**src/rtl/alu_arbiter.sv**
```systemverilog
// Round-robin valid/ready arbiter sharing one alu_32 between two requesters.
// Define ALU_ARB_FIXED_PRIO_EN to make req0 always win ties.
module alu_arbiter #(
    parameter int WIDTH      = 32,
    parameter int MUL_CYCLES = 4
) (
    input  logic             clk,
    input  logic             rst_n,
    input  logic             req0_valid,
    output logic             req0_ready,
    input  logic [WIDTH-1:0] req0_a,
    input  logic [WIDTH-1:0] req0_b,
    input  logic [31:0]      req0_inst,
    input  logic             req1_valid,
    output logic             req1_ready,
    input  logic [WIDTH-1:0] req1_a,
    input  logic [WIDTH-1:0] req1_b,
    input  logic [31:0]      req1_inst,
    output logic             rsp_valid,
    input  logic             rsp_ready,
    output logic             rsp_id,
    output logic [WIDTH-1:0] rsp_out,
    output logic             rsp_z,
    output logic             rsp_v,
    output logic             rsp_n,
    output logic [WIDTH-1:0] alu_a,
    output logic [WIDTH-1:0] alu_b,
    output logic [31:0]      alu_inst,
    input  logic [WIDTH-1:0] alu_out,
    input  logic             alu_z,
    input  logic             alu_v,
    input  logic             alu_n,
    output logic             busy
);

    typedef enum logic [1:0] {
        IDLE = 2'd0,
        EXEC = 2'd1,
        RESP = 2'd2
    } state_t;

    localparam logic [3:0] MUL_LOAD = 4'(MUL_CYCLES - 1);

    state_t           state;
    state_t           state_nxt;
    logic             last_grant;
    logic             grant_valid;
    logic             grant_id;
    logic             accept;
    logic             sel_mop;
    logic [3:0]       cnt;
    logic [WIDTH-1:0] sel_a;
    logic [WIDTH-1:0] sel_b;
    logic [31:0]      sel_inst;

    always_comb begin
        grant_valid = req0_valid | req1_valid;
        grant_id    = 1'b0;
        if (req0_valid && req1_valid) begin
`ifdef ALU_ARB_FIXED_PRIO_EN
            grant_id = 1'b0;
`else
            grant_id = ~last_grant;
`endif
        end else if (req1_valid) begin
            grant_id = 1'b1;
        end
    end

    assign accept     = (state == IDLE) && grant_valid;
    assign req0_ready = accept && !grant_id;
    assign req1_ready = accept && grant_id;
    assign busy       = (state != IDLE);

    assign sel_a    = grant_id ? req1_a    : req0_a;
    assign sel_b    = grant_id ? req1_b    : req0_b;
    assign sel_inst = grant_id ? req1_inst : req0_inst;
    // M-extension decode also catches DIV/REM, which share the multi-cycle budget
    assign sel_mop  = (sel_inst[6:0] == 7'b0110011) && (sel_inst[31:25] == 7'b0000001);

    always_comb begin
        state_nxt = state;
        case (state)
            IDLE:    if (accept) state_nxt = EXEC;
            EXEC:    if (cnt == '0) state_nxt = RESP;
            RESP:    if (rsp_ready) state_nxt = IDLE;
            default: state_nxt = IDLE;
        endcase
    end

    always_ff @(posedge clk or negedge rst_n) begin
        if (!rst_n) begin
            state      <= IDLE;
            last_grant <= 1'b1;
            cnt        <= '0;
            alu_a      <= '0;
            alu_b      <= '0;
            alu_inst   <= '0;
            rsp_valid  <= 1'b0;
            rsp_id     <= 1'b0;
            rsp_out    <= '0;
            rsp_z      <= 1'b0;
            rsp_v      <= 1'b0;
            rsp_n      <= 1'b0;
        end else begin
            state <= state_nxt;
            case (state)
                IDLE: begin
                    if (accept) begin
                        alu_a      <= sel_a;
                        alu_b      <= sel_b;
                        alu_inst   <= sel_inst;
                        rsp_id     <= grant_id;
                        last_grant <= grant_id;
                        cnt        <= sel_mop ? MUL_LOAD : '0;
                    end
                end
                EXEC: begin
                    if (cnt == '0) begin
                        rsp_out   <= alu_out;
                        rsp_z     <= alu_z;
                        rsp_v     <= alu_v;
                        rsp_n     <= alu_n;
                        rsp_valid <= 1'b1;
                    end else begin
                        cnt <= cnt - 4'd1;
                    end
                end
                RESP: begin
                    if (rsp_ready) rsp_valid <= 1'b0;
                end
                default: ;
            endcase
        end
    end

endmodule
```
**config.mk**
```make
export PLATFORM = sky130hd
export DESIGN_NAME = alu_arbiter
export DESIGN_NICKNAME = d
export VERILOG_FILES = /design/src/rtl/alu_arbiter.sv
export SDC_FILE = /design/constraint.sdc
export NUM_CORES = 1
export LEC_CHECK = 0
export ABC_AREA = 0
export CAP_MARGIN = 15
export CORE_AREA = 2 2 141 143
export CTS_BUF_LIST = sky130_fd_sc_hd__clkbuf_2 sky130_fd_sc_hd__clkbuf_4 sky130_fd_sc_hd__clkbuf_8
export CTS_CLUSTER_DIAMETER = 200
export DETAILED_ROUTE_END_ITERATION = 16
export DIE_AREA = 0 0 143 145
export DONT_BUFFER_PORTS = 1
export GPL_ROUTABILITY_DRIVEN = 0
export PLACE_DENSITY = 0.52
export RECOVER_POWER = 25
export SLEW_MARGIN = 20
export SYNTH_ARGS = -nofsm -noshare
export SYNTH_HDL_FRONTEND = slang
export SYNTH_SLANG_ARGS = --single-unit
export TNS_END_PERCENT = 10
```
**constraint.sdc**
```tcl
create_clock -name clk -period 2.4 [get_ports clk]
set_input_delay 0.48 -clock clk [delete_from_list [all_inputs] [get_ports clk]]
set_output_delay 0.48 -clock clk [all_outputs]
set_load 0.03 [all_outputs]
```
Word level (Yosys, flattened, before mapping)
Index checks and enable logic that the tools add are counted.
{"block": "word_totals", "register_bits": 140, "in_bits": 232, "output_inout_bits": 136, "word_cells": 55}
{"block": "classes", "add_sub_neg": 1, "eq_ne": 8, "n_mux": 16, "n_bitwise": 2, "reduce_logical": 16}
{"op": "$mux W32", "count": 3}
{"op": "$reduce_and A3 Y1", "count": 3}
{"op": "$mux W2", "count": 4}
{"op": "$mux W4", "count": 2}
{"op": "$ne A2 B2 Y1 const B", "count": 4}
{"op": "$pmux W4 S2", "count": 1}
{"op": "$eq A7 B1 Y1 const B", "count": 1}
{"op": "$eq A7 B6 Y1 const B", "count": 1}
{"op": "$pmux W2 S3", "count": 1}
{"op": "$reduce_bool A2 Y1", "count": 3}
{"op": "$logic_and A1 B1 Y1", "count": 5}
{"op": "$logic_not A4 Y1", "count": 1}
{"op": "$mux W1", "count": 4}
{"op": "$reduce_and A2 Y1", "count": 2}
{"op": "$sub A4 B1 Y4 const B", "count": 1}
{"op": "$eq A2 B1 Y1 const B", "count": 1}
{"op": "$eq A2 B2 Y1 const B", "count": 1}
{"op": "$logic_not A2 Y1", "count": 1}
{"op": "$pmux W1 S2", "count": 1}
{"op": "$logic_not A1 Y1", "count": 1}
{"op": "$not A1 Y1", "count": 1}
{"op": "$or A1 B1 Y1", "count": 1}

Logic depth before layout (Yosys ltp)
Gate-level depths: netlist (run 1).
{"block": "depth", "depth_word": 8, "depth_mapped": 7, "depth_no_buf": 6}

Worst setup path after synthesis (run 1)
OpenSTA, ideal clock, no wires.
{"block": "synth_path", "path_type": "flip-flop to output port", "start": "register last_grant", "end": "output req0_ready", "arrival_ns": 1.290, "t_required_ns": 1.920, "slack_ns": 0.630, "path_stages_with_launch": 4, "cell_sequence": "dfstp_2 nand2b_1 and3_4 clkbuf_1"}
{"block": "synth_between", "elab_chain_cells": 4}
{"item": "from (decl)", "line": "46", "text": "logic last_grant;"}
{"item": "from (signal assigned)", "line": "114", "text": "last_grant <= grant_id;"}
{"item": "$not A1 Y1", "line": "63", "text": "grant_id = ~last_grant;"}
{"item": "$mux W1", "line": "59", "text": "if (req0_valid && req1_valid) begin"}
{"item": "$logic_not A1 Y1", "line": "71", "text": "assign req0_ready = accept && !grant_id;"}
{"item": "$logic_and A1 B1 Y1", "line": "71"}
{"item": "to (decl)", "line": "10", "text": "output logic req0_ready,"}
No other way between the ends.

Worst setup path in the final report (run 1)
{"block": "layout_path", "start": "register state[0]", "end": "output req0_ready"}
{"block": "layout_between", "elab_chain_cells": 3}
{"item": "from (decl)", "line": "44", "text": "state_t state;"}
{"item": "from (signal assigned)", "line": "106", "text": "state <= state_nxt;"}
{"item": "$logic_not A2 Y1", "line": "70", "text": "assign accept = (state == IDLE) && grant_valid;"}
{"item": "$logic_and A1 B1 Y1", "line": "70"}
{"item": "$logic_and A1 B1 Y1", "line": "71"}
No other way between the ends.

==> results of run 1 <==
## placed cells by master (no fill, tap or decap), drive strengths merged, types with 4 or more instances in the layout
cell and instances:
mux2 35, clkinv 5, and3 4, clkinvlp 5
clkbuf 18, nor2 6, nand2 19, inv 87
a222oi 82, nand2b 4, dfrtp 139, buf 6
o21ai 16, mux2i 14
## per-stage QoR
stage,hold slack (ps),setup WS [ps],instances
after global routing,-334,30.9,734
after floorplan,184,630,464
after CTS,-317,72.2,731
final,-264,202,734
after detailed placement,187,314,700
after global placement,187,389,700
## Yosys cell counts (all sizes together) (3+ instances only)
| cell | count | area share |
|---|---|---|
| a222oi | 82 | 0.14 |
| and3 | 3 | 0.0040 |
| buf | 27 | 0.035 |
| clkbuf | 8 | 0.0050 |
| dfrtp | 139 | 0.58 |
| inv | 85 | 0.053 |
| mux2 | 35 | 0.084 |
| mux2i | 14 | 0.023 |
| nand2 | 19 | 0.013 |
| nand2b | 4 | 0.0042 |
| nor2 | 6 | 0.0054 |
| o21ai | 16 | 0.014 |
## state kept, by name (all words and copies together), names as in the netlist
register    cells
alu_a          32
alu_b          32
alu_inst       32
rsp_out        32
cnt             4
state           2
last_grant      1
rsp_id          1
rsp_n           1
rsp_v           1
rsp_valid       1
rsp_z           1
## path summary, 6_finish.rpt
kind | from | end | slack, ps | cells past startpoint
max in group asynchronous | rst_n | alu_a[13]$_DFFE_PN0P_ | 2420 | 0
min in group clk | rsp_ready | state[1]$_DFFE_PN0P_ | 160 | 1
hold reg to reg | last_grant$_DFFE_PN1P_ | last_grant$_DFFE_PN1P_ | 540 | 1
setup reg to reg | cnt[0]$_DFFE_PN0P_ | rsp_z$_DFFE_PN0P_ | 310 | 6
setup / recovery | state[0]$_DFFE_PN0P_ | req0_ready | 200 | 2
hold / removal | rst_n | alu_inst[11]$_DFFE_PN0P_ | -260 | 0
## metal layers
layer  vias to the layer above  share of wire  GRT usage
met3                        18           0.11     0.0673
met1                      1959           0.36      0.145
met5                         -              0          0
met2                       306           0.51      0.245
li1                       1708              -          -
met4                         0          0.019     0.0475
## final cells by class
cell class              instances  area share
flip-flops and latches        140       0.537
well taps                     265      0.0508
inverters                      85      0.0489
diodes                          2    0.000766
clock inverters                13      0.0186
clock buffers                  18      0.0370
multi-input cells             205       0.297
repair buffers                  6      0.0107
## critical path: cells and delay by family (launching register included)
kind / cells / cell delay (ps)
DFF: 1 / 450
and+or+nand+nor: 2 / 840
## power breakdown
part	switching [uW]	leakage [uW]	total, uW	internal, uW
Sequential	3180	0.00170	6680	3510
Clock	916	0.000171	1740	829
Combinational	1530	0.00132	3080	1550
## logic make-up (layout without fill, tap and decap cells)
| family | Yosys count | after routing |
|---|---|---|
| XOR/XNOR | 2 | 2 |
| multiplexers | 49 | 49 |
| AO/OA/AOI/OAI | 104 | 104 |
| buffers and inverters | 120 | 122 |
| AND/OR/NAND/NOR | 47 | 48 |
| flip-flops | 140 | 140 |
| adder cells (fa/ha/maj) | 2 | 2 |
| other | 0 | 2 |
## repair_timing
| action | 4_1_cts | 5_1_grt |
|---|---|---|
| endpoints found under the hold margin | 140 | 140 |
| endpoints found under the setup margin | 0 | 1 |
| buffers inserted | 0 | 0 |
==> results.cfg, run 1 <==
[clock_network]
clkSinkCount = 140
cts.clk_slew.worst_paths_ps = 80
numCtsBuffers = 17
cts_tree = done
clock-root-buffer = clkbuf_8
clock_path_buffers = 2
clk_latency_ps = 430
h-tree-depth = 4
cts_resized = 0

[timing]
fmax_mhz = 455
slew_violations = 0
setup_viol = 0
worstMarginPinSlew_ps = 625
holdWs_ps = -264
rsz0062_at_grt = no
fin_crit_sh = 0.916
max_slew_margin = 0.583
fin_worst_skew_ps = 13.0
tns_ps = 0
fin_crit_ps = 2200
hold_violations = 140

[die]
core_region_area_sq_mm = 0.0192
num_io_pins = 368
dieHeight_um = 145
initial_core_util = 0.311
dieWidth_um = 143
num_rows = 51
die_area_sq_mm = 0.0207

[placement]
place_area_sq_mm = 0.00615
portBuffers = 0
hpwl_um = 11200

[yosys]
synthAdderAreaFrac = 0.00418
synth_area_sq_mm = 0.00598
synth_cells = 464
synth_fp_nets = 698
yosysUniqueCellTypes = 38
synth_compound_area_frac = 0.161
yosys_warnings = 0
synth-main-ff-cell = dfrtp_1
synthXorXnorAreaFrac = 0.00293
synthSimpleGateAreaFrac = 0.0454
synth_mux_area_frac = 0.108
synth_edf_count = 0
syn_area_per_cell_sq_um = 12.9
synth-seq-cells = 140
seq_area_frac_synth = 0.586
synthArstFlopShare = 1.00
synth_top_family_by_area = compound AO/OA/AOI/OAI gates

[run]
max_cap_viol_count = 0

[final_layout]
regArea_sq_mm = 0.00350
fillers = 1874
synthToLayoutAreaGrowth_pct = 9.18
post-route-util = 0.340
multiInputGateArea_sq_mm = 0.00194
final_nets = 689
drive_gt1_frac = 0.176
final_area_sq_mm = 0.00653

[worst_setup_path]
crit_type = reg2out
crit_chain = nor2_2 -> and3_4
required_ps = 1920
crit_path_start_kind = flip-flop
crit_path_end_kind = primary output
worst-path-max-fanout = 17
arrival_ps = 1720
slowest_stage = and3_4
slowest_delay_ps = 510

[global_routing]
overflow = 0
grt_usage = 0.140
antenna_found_initial = 2
grt_pass1_wl_um = 22200
grt_pass1_vias = 4112
grt_max_degree = 141

[routing]
drc = 0
drt_iter0_drc = 558
via_per_inst = 5.44
detail_route.wl_per_cell_um = 21.5
final_antenna_net_count = 0
drtPass1Iterations = 9
wl_um = 15700
vias = 3991

[outcome]
status = finished with violations
violations = negative hold slack

[power]
power.density_mw_per_mm2 = 1760
p_total_uw = 11500
p_leak_uw = 0.00319
peakVddDrop_mv = 0.564

[worst_hold_path]
hold_path.class = in2async
Note: power is estimated with default switching activity, not from simulation.
==> inputs of run 2 (changes only) <==
--- a/config.mk
+++ b/config.mk
@@ -6,15 +6,15 @@
 export NUM_CORES = 1
 export LEC_CHECK = 0
 export ABC_AREA = 0
+export BUFFER_PORTS_ARGS = -buffer_cell sky130_fd_sc_hd__buf_2
 export CAP_MARGIN = 15
 export CORE_AREA = 2 2 141 143
 export CTS_BUF_LIST = sky130_fd_sc_hd__clkbuf_2 sky130_fd_sc_hd__clkbuf_4 sky130_fd_sc_hd__clkbuf_8
 export CTS_CLUSTER_DIAMETER = 200
 export DETAILED_ROUTE_END_ITERATION = 16
 export DIE_AREA = 0 0 143 145
-export DONT_BUFFER_PORTS = 1
 export GPL_ROUTABILITY_DRIVEN = 0
-export PLACE_DENSITY = 0.52
+export PLACE_DENSITY = 0.68
 export RECOVER_POWER = 25
 export SLEW_MARGIN = 20
 export SYNTH_ARGS = -nofsm -noshare
==> results.cfg, run 2 (synthesized netlist as in run 1, its figures left out) <==
[final_layout]
synthToLayoutAreaGrowth_pct = 42.7
drive_gt1_frac = 0.540
final_cells = 1105
layout_common_cells = 366 x buf_2, 139 x dfrtp_1, 85 x inv_1, 82 x a222oi_1, 29 x mux2_4
layout_commonest_cell = buf_2
final_nets = 1061

[worst_setup_path]
critPathBufInv = 1
crit_chain = nor2_2 -> and3_4 -> buf_2
slowest_stage = dfrtp_1
slowest_delay_ps = 450
cp_top_family = simple AND/OR/NAND/NOR gates
reg2reg_setup_slack_ps = 340
r2r_end = rsp_out[29]$_DFFE_PN0P_
reg2reg_from = cnt[0]$_DFFE_PN0P_
worst-path-max-fanout = 6
crit_path_end_kind = primary output
reg2reg_depth = 6
arrival_ps = 1710
crit_type = reg2out
required_ps = 1920
crit_path_start_kind = flip-flop

[timing]
worstMarginPinSlew_ps = 1370
hold_violations = 0
tns_ps = 0
rsz0062_at_grt = no
setup_viol = 0
fmax_mhz = 456
fin_worst_skew_ps = 15.6
max_slew_margin = 0.0888
fin_crit_ps = 2190
slew_violations = 0
fin_crit_sh = 0.913

[die]
num_rows = 51
num_io_pins = 368
core_region_area_sq_mm = 0.0192
dieHeight_um = 145
dieWidth_um = 143
die_area_sq_mm = 0.0207
initial_core_util = 0.311

[outcome]
status = finished, final reports clean

[global_routing]
overflow = 0
antenna_found_initial = 1
grt_usage = 0.174
grt_pass1_vias = 5332
grt_pass1_wl_um = 28200
grt_max_degree = 61

[routing]
via_per_inst = 4.88
route.met3.wl_um = 1880
drt-met1-wl_um = 7060
final_antenna_net_count = 0
vias = 5393
met2WireLength_um = 9240
drc = 0
drt_iter0_drc = 559
detail_route.wl_per_cell_um = 16.7
wl_um = 18400
drtPass1Iterations = 9
highest-signal-layer = met4

[clock_network]
numCtsBuffers = 17
clkSinkCount = 140
h-tree-depth = 4
clock_path_buffers = 2
clk_latency_ps = 440
post_cts_buffers = 0
cts.clk_slew.worst_paths_ps = 90
cts_resized = 0
cts_tree = done
clock-root-buffer = clkbuf_8

[worst_hold_path]
min_to = alu_inst[16]$_DFFE_PN0P_
worstHoldStart = req1_inst[16]
hold_path.class = in2reg
min_path_cells = 3

[run]
max_cap_viol_count = 0

[placement]
dp_cells = 1072
portBuffers = 367
hpwl_um = 13700

[power]
p_leak_uw = 0.00477
power.density_mw_per_mm2 = 1560
peakVddDrop_mv = 0.705
[run 2: tightest hold or removal path: stages]
cell and delay [ps]:
buf_2 80, a222oi_1 50, inv_1 50
[run 2: final cells by class]
class,count,area [sq um]
clock buffer,19,262
inverter,85,319
timing repair buffer,379,1980
fill,1819,10700
tap,265,332
clock inverter,12,209
antenna,1,2.50
multi-input combinational,204,1930
sequential,140,3500
[run 2: report_power, final]
part / internal, uW / switching (uW)
Clock: 1300 / 939
Combinational: 2450 / 4360
Sequential: 3540 / 704
Total: 7290 / 6000
[run 2: worst max path at each step]
| stage | start | slack (ps) | endpoint | cells past startpoint |
|---|---|---|---|---|
| after detailed placement | cnt[0]$_DFFE_PN0P_ | 330 | rsp_out[6]$_DFFE_PN0P_ | 6 |
| after CTS | state[0]$_DFFE_PN0P_ | 150 | req0_ready | 3 |
| after global placement | cnt[0]$_DFFE_PN0P_ | 380 | rsp_out[31]$_DFFE_PN0P_ | 6 |
| after global routing | state[0]$_DFFE_PN0P_ | 100 | req0_ready | 3 |
| final | state[0]$_DFFE_PN0P_ | 210 | req0_ready | 3 |
| after floorplan | last_grant$_DFFE_PN1P_ | 630 | req0_ready | 3 |
[run 2: repair_timing]
action | CTS | global route
endpoints found under the hold margin | 48 | 0
endpoints found under the setup margin | 0 | 0
hold buffers | 1 | 0
[run 2: metrics by stage]
stage / hold WS [ps] / utilization / power (uW) / cell area, sq um / setup WS [ps]
after floorplan: 184 / - / 9090 / 5980 / 630
after global routing: 205 / 0.444 / 14100 / 8530 / 98.6
final: 246 / 0.444 / 13300 / 8540 / 208
after global placement: 456 / 0.420 / 11000 / 8060 / 385
after CTS: 197 / 0.445 / 13400 / 8540 / 149
after detailed placement: 464 / 0.420 / 11100 / 8060 / 327
[run 2: layer usage]
metal / GRT usage / vias to the layer above
met5: 0 / -
met4: 0.0559 / 0
met3: 0.0630 / 23
met2: 0.298 / 315
met1: 0.200 / 2604
li1: - / 2451
==> inputs of run 3 (changes only) <==
--- a/config.mk
+++ b/config.mk
@@ -5,16 +5,16 @@
 export SDC_FILE = /design/constraint.sdc
 export NUM_CORES = 1
 export LEC_CHECK = 0
-export ABC_AREA = 0
+export ABC_AREA = 1
 export BUFFER_PORTS_ARGS = -buffer_cell sky130_fd_sc_hd__buf_2
 export CAP_MARGIN = 15
-export CORE_AREA = 2 2 141 143
+export CORE_AREA = 2 2 144 146
 export CTS_BUF_LIST = sky130_fd_sc_hd__clkbuf_2 sky130_fd_sc_hd__clkbuf_4 sky130_fd_sc_hd__clkbuf_8
 export CTS_CLUSTER_DIAMETER = 200
 export DETAILED_ROUTE_END_ITERATION = 16
-export DIE_AREA = 0 0 143 145
+export DIE_AREA = 0 0 146 148
 export GPL_ROUTABILITY_DRIVEN = 0
-export PLACE_DENSITY = 0.68
+export PLACE_DENSITY = 0.67
 export RECOVER_POWER = 25
 export SLEW_MARGIN = 20
 export SYNTH_ARGS = -nofsm -noshare
==> results.cfg, run 3 <==
[outcome]
status = finished, final reports clean

[final_layout]
multiInputGateArea_sq_mm = 0.00243
drive_gt1_frac = 0.436
final_nets = 1269
layout_commonest_cell = buf_2
synthToLayoutAreaGrowth_pct = 40.3
layout_common_cells = 366 x buf_2, 292 x nand2_1, 139 x dfrtp_1, 97 x nand3_1, 28 x mux2_4
n_antenna_cell = 0
regArea_sq_mm = 0.00350
final_cells = 1318
fillers = 2045
post-route-util = 0.436

[routing]
vias = 5965
drtPass1Iterations = 5
drc = 0
final_antenna_net_count = 0
via_per_inst = 4.53
wl_um = 18900
detail_route.wl_per_cell_um = 14.4
drt_iter0_drc = 249

[clock_network]
cts.clk_slew.worst_paths_ps = 80
clkSinkCount = 140
h-tree-depth = 4
clk_latency_ps = 440
cts_tree = done
clock-root-buffer = clkbuf_8
clock_path_buffers = 2
numCtsBuffers = 17

[yosys]
yosysUniqueCellTypes = 26
synth_cells = 675
syn_area_per_cell_sq_um = 9.22
yosys_warnings = 0
synth_edf_count = 0
synthArstFlopShare = 1.00
ys_top_cells_by_area = dfrtp_1 56%, nand2_1 18%, nand3_1 7.8%
synth-main-ff-cell = dfrtp_1
seq_area_frac_synth = 0.563
synth_area_sq_mm = 0.00622
synth-seq-cells = 140
synth_fp_nets = 909
synth.most_common_cell = nand2_1
yosys.area.top_type = dfrtp_1
synth_top_area_frac = 0.559
synth_common_cells = 292 x nand2_1, 139 x dfrtp_1, 97 x nand3_1, 28 x mux2_4, 25 x nor2_1

[die]
die_area_sq_mm = 0.0216
initial_core_util = 0.310
dieWidth_um = 146
core_region_area_sq_mm = 0.0200
num_rows = 52
dieHeight_um = 148
num_io_pins = 368

[worst_setup_path]
slowest_delay_ps = 570
crit_path_start_kind = flip-flop
cp_common_cell = nand2_4
arrival_ps = 1770
worst-path-max-fanout = 16
crit_path_end_kind = primary output
slowest_stage = dfstp_2
crit_chain = nand2_4 -> nand2_4 -> nand2_1 -> inv_2 -> buf_2
crit_type = reg2out
required_ps = 1920

[global_routing]
antenna_found_initial = 0
overflow = 0
grt_max_degree = 95
grt_usage = 0.174
grt_pass1_vias = 6058
grt_pass1_wl_um = 30200

[placement]
hpwl_um = 13800
dp_cells = 1285
portBuffers = 367
place_ws_ps = 434

[power]
power.density_mw_per_mm2 = 1490
p_leak_uw = 0.00476
peakVddDrop_mv = 0.566

[timing]
fmax_mhz = 444
fin_crit_sh = 0.938
slew_violations = 0
fin_ws_ps = 148
rsz0062_at_grt = no
setup_viol = 0
hold_violations = 0
worstMarginPinSlew_ps = 1120
max_slew_margin = 0.256
fin_crit_ps = 2250
fin_worst_skew_ps = 16.5
tns_ps = 0

[worst_hold_path]
hold_path.class = in2reg

[run]
max_cap_viol_count = 0
-- run 3: changes by cell type in the layout (fill, tap and decap cells not counted), sizes merged, moves of 11 or more --
cell and delta:
a222oi -82, inv -68, mux2i -14, nand2 +276, nand3 +97, nor2 +22
o21ai -11
-- run 3: final timing paths --
kind,startpoint,end,slack (ps),cells after the start
min,rsp_ready,state[1]$_DFFE_PN0P_,240,2
max in group asynchronous,rst_n,alu_b[0]$_DFFE_PN0P_,350,3
min reg2reg,state[0]$_DFFE_PN0P_,state[1]$_DFFE_PN0P_,480,1
min in group asynchronous,rst_n,alu_inst[1]$_DFFE_PN0P_,800,2
max reg2reg,state[1]$_DFFE_PN0P_,alu_a[11]$_DFFE_PN0P_,660,8
max,last_grant$_DFFE_PN1P_,req0_ready,150,5
-- run 3: logic make-up (layout without fill, tap and decap cells) --
kind of cell    Yosys count  in the layout  synth area share
compound gates           21             21            0.0193
fa+ha+maj                 2              2           0.00402
buf+inv                  51            424            0.0465
flops                   140            140             0.563
mux                      35             35            0.0802
simple gates            426            426             0.287
-- run 3: timing repair --
| item | CTS | global route |
|---|---|---|
| hold buffers | 1 | 0 |
| setup buffers | 0 | 0 |
| resized for setup | 0 | 0 |
| hold endpoints to repair | 39 | 0 |
-- run 3: cell type report --
cell class / instances / share of cell area
Tap cell: 270 / 0.0387
Clock inverter: 13 / 0.0181
Clock buffer: 19 / 0.0292
Sequential cell: 140 / 0.402
Inverter: 14 / 0.00602
Timing Repair Buffer: 378 / 0.227
Multi-Input combinational cell: 484 / 0.279
-- run 3: power by group --
group	internal, uW	switching (uW)	total (uW)
combinational	2260	4530	6790
clock	996	1010	2010
sequential	3560	646	4210
total	6820	6190	13000
-- run 3: per-stage QoR --
| stage | hold WS [ps] | instance area [sq um] | total power [uW] |
|---|---|---|---|
| after floorplan | 184 | 6220 | 9020 |
| after global placement | 441 | 8320 | 11000 |
| after detailed placement | 440 | 8320 | 11100 |
| after CTS | 185 | 8750 | 13200 |
| after global routing | 196 | 8730 | 13900 |
| final | 237 | 8730 | 13000 |
-- run 3: worst max-delay path: cells and delay by family (launching register included) --
family                 cells  cell delay (ps)
buffers and inverters      2              330
flip-flops                 1              570
AND/OR/NAND/NOR            3              440
-- run 3: metal layers --
metal	routed length, um	global-route usage	up-vias
met5	0	0	-
li1	-	-	2897
met2	9350	0.295	268
met1	7900	0.217	2781
met3	1360	0.0478	19
met4	320	0.0539	0
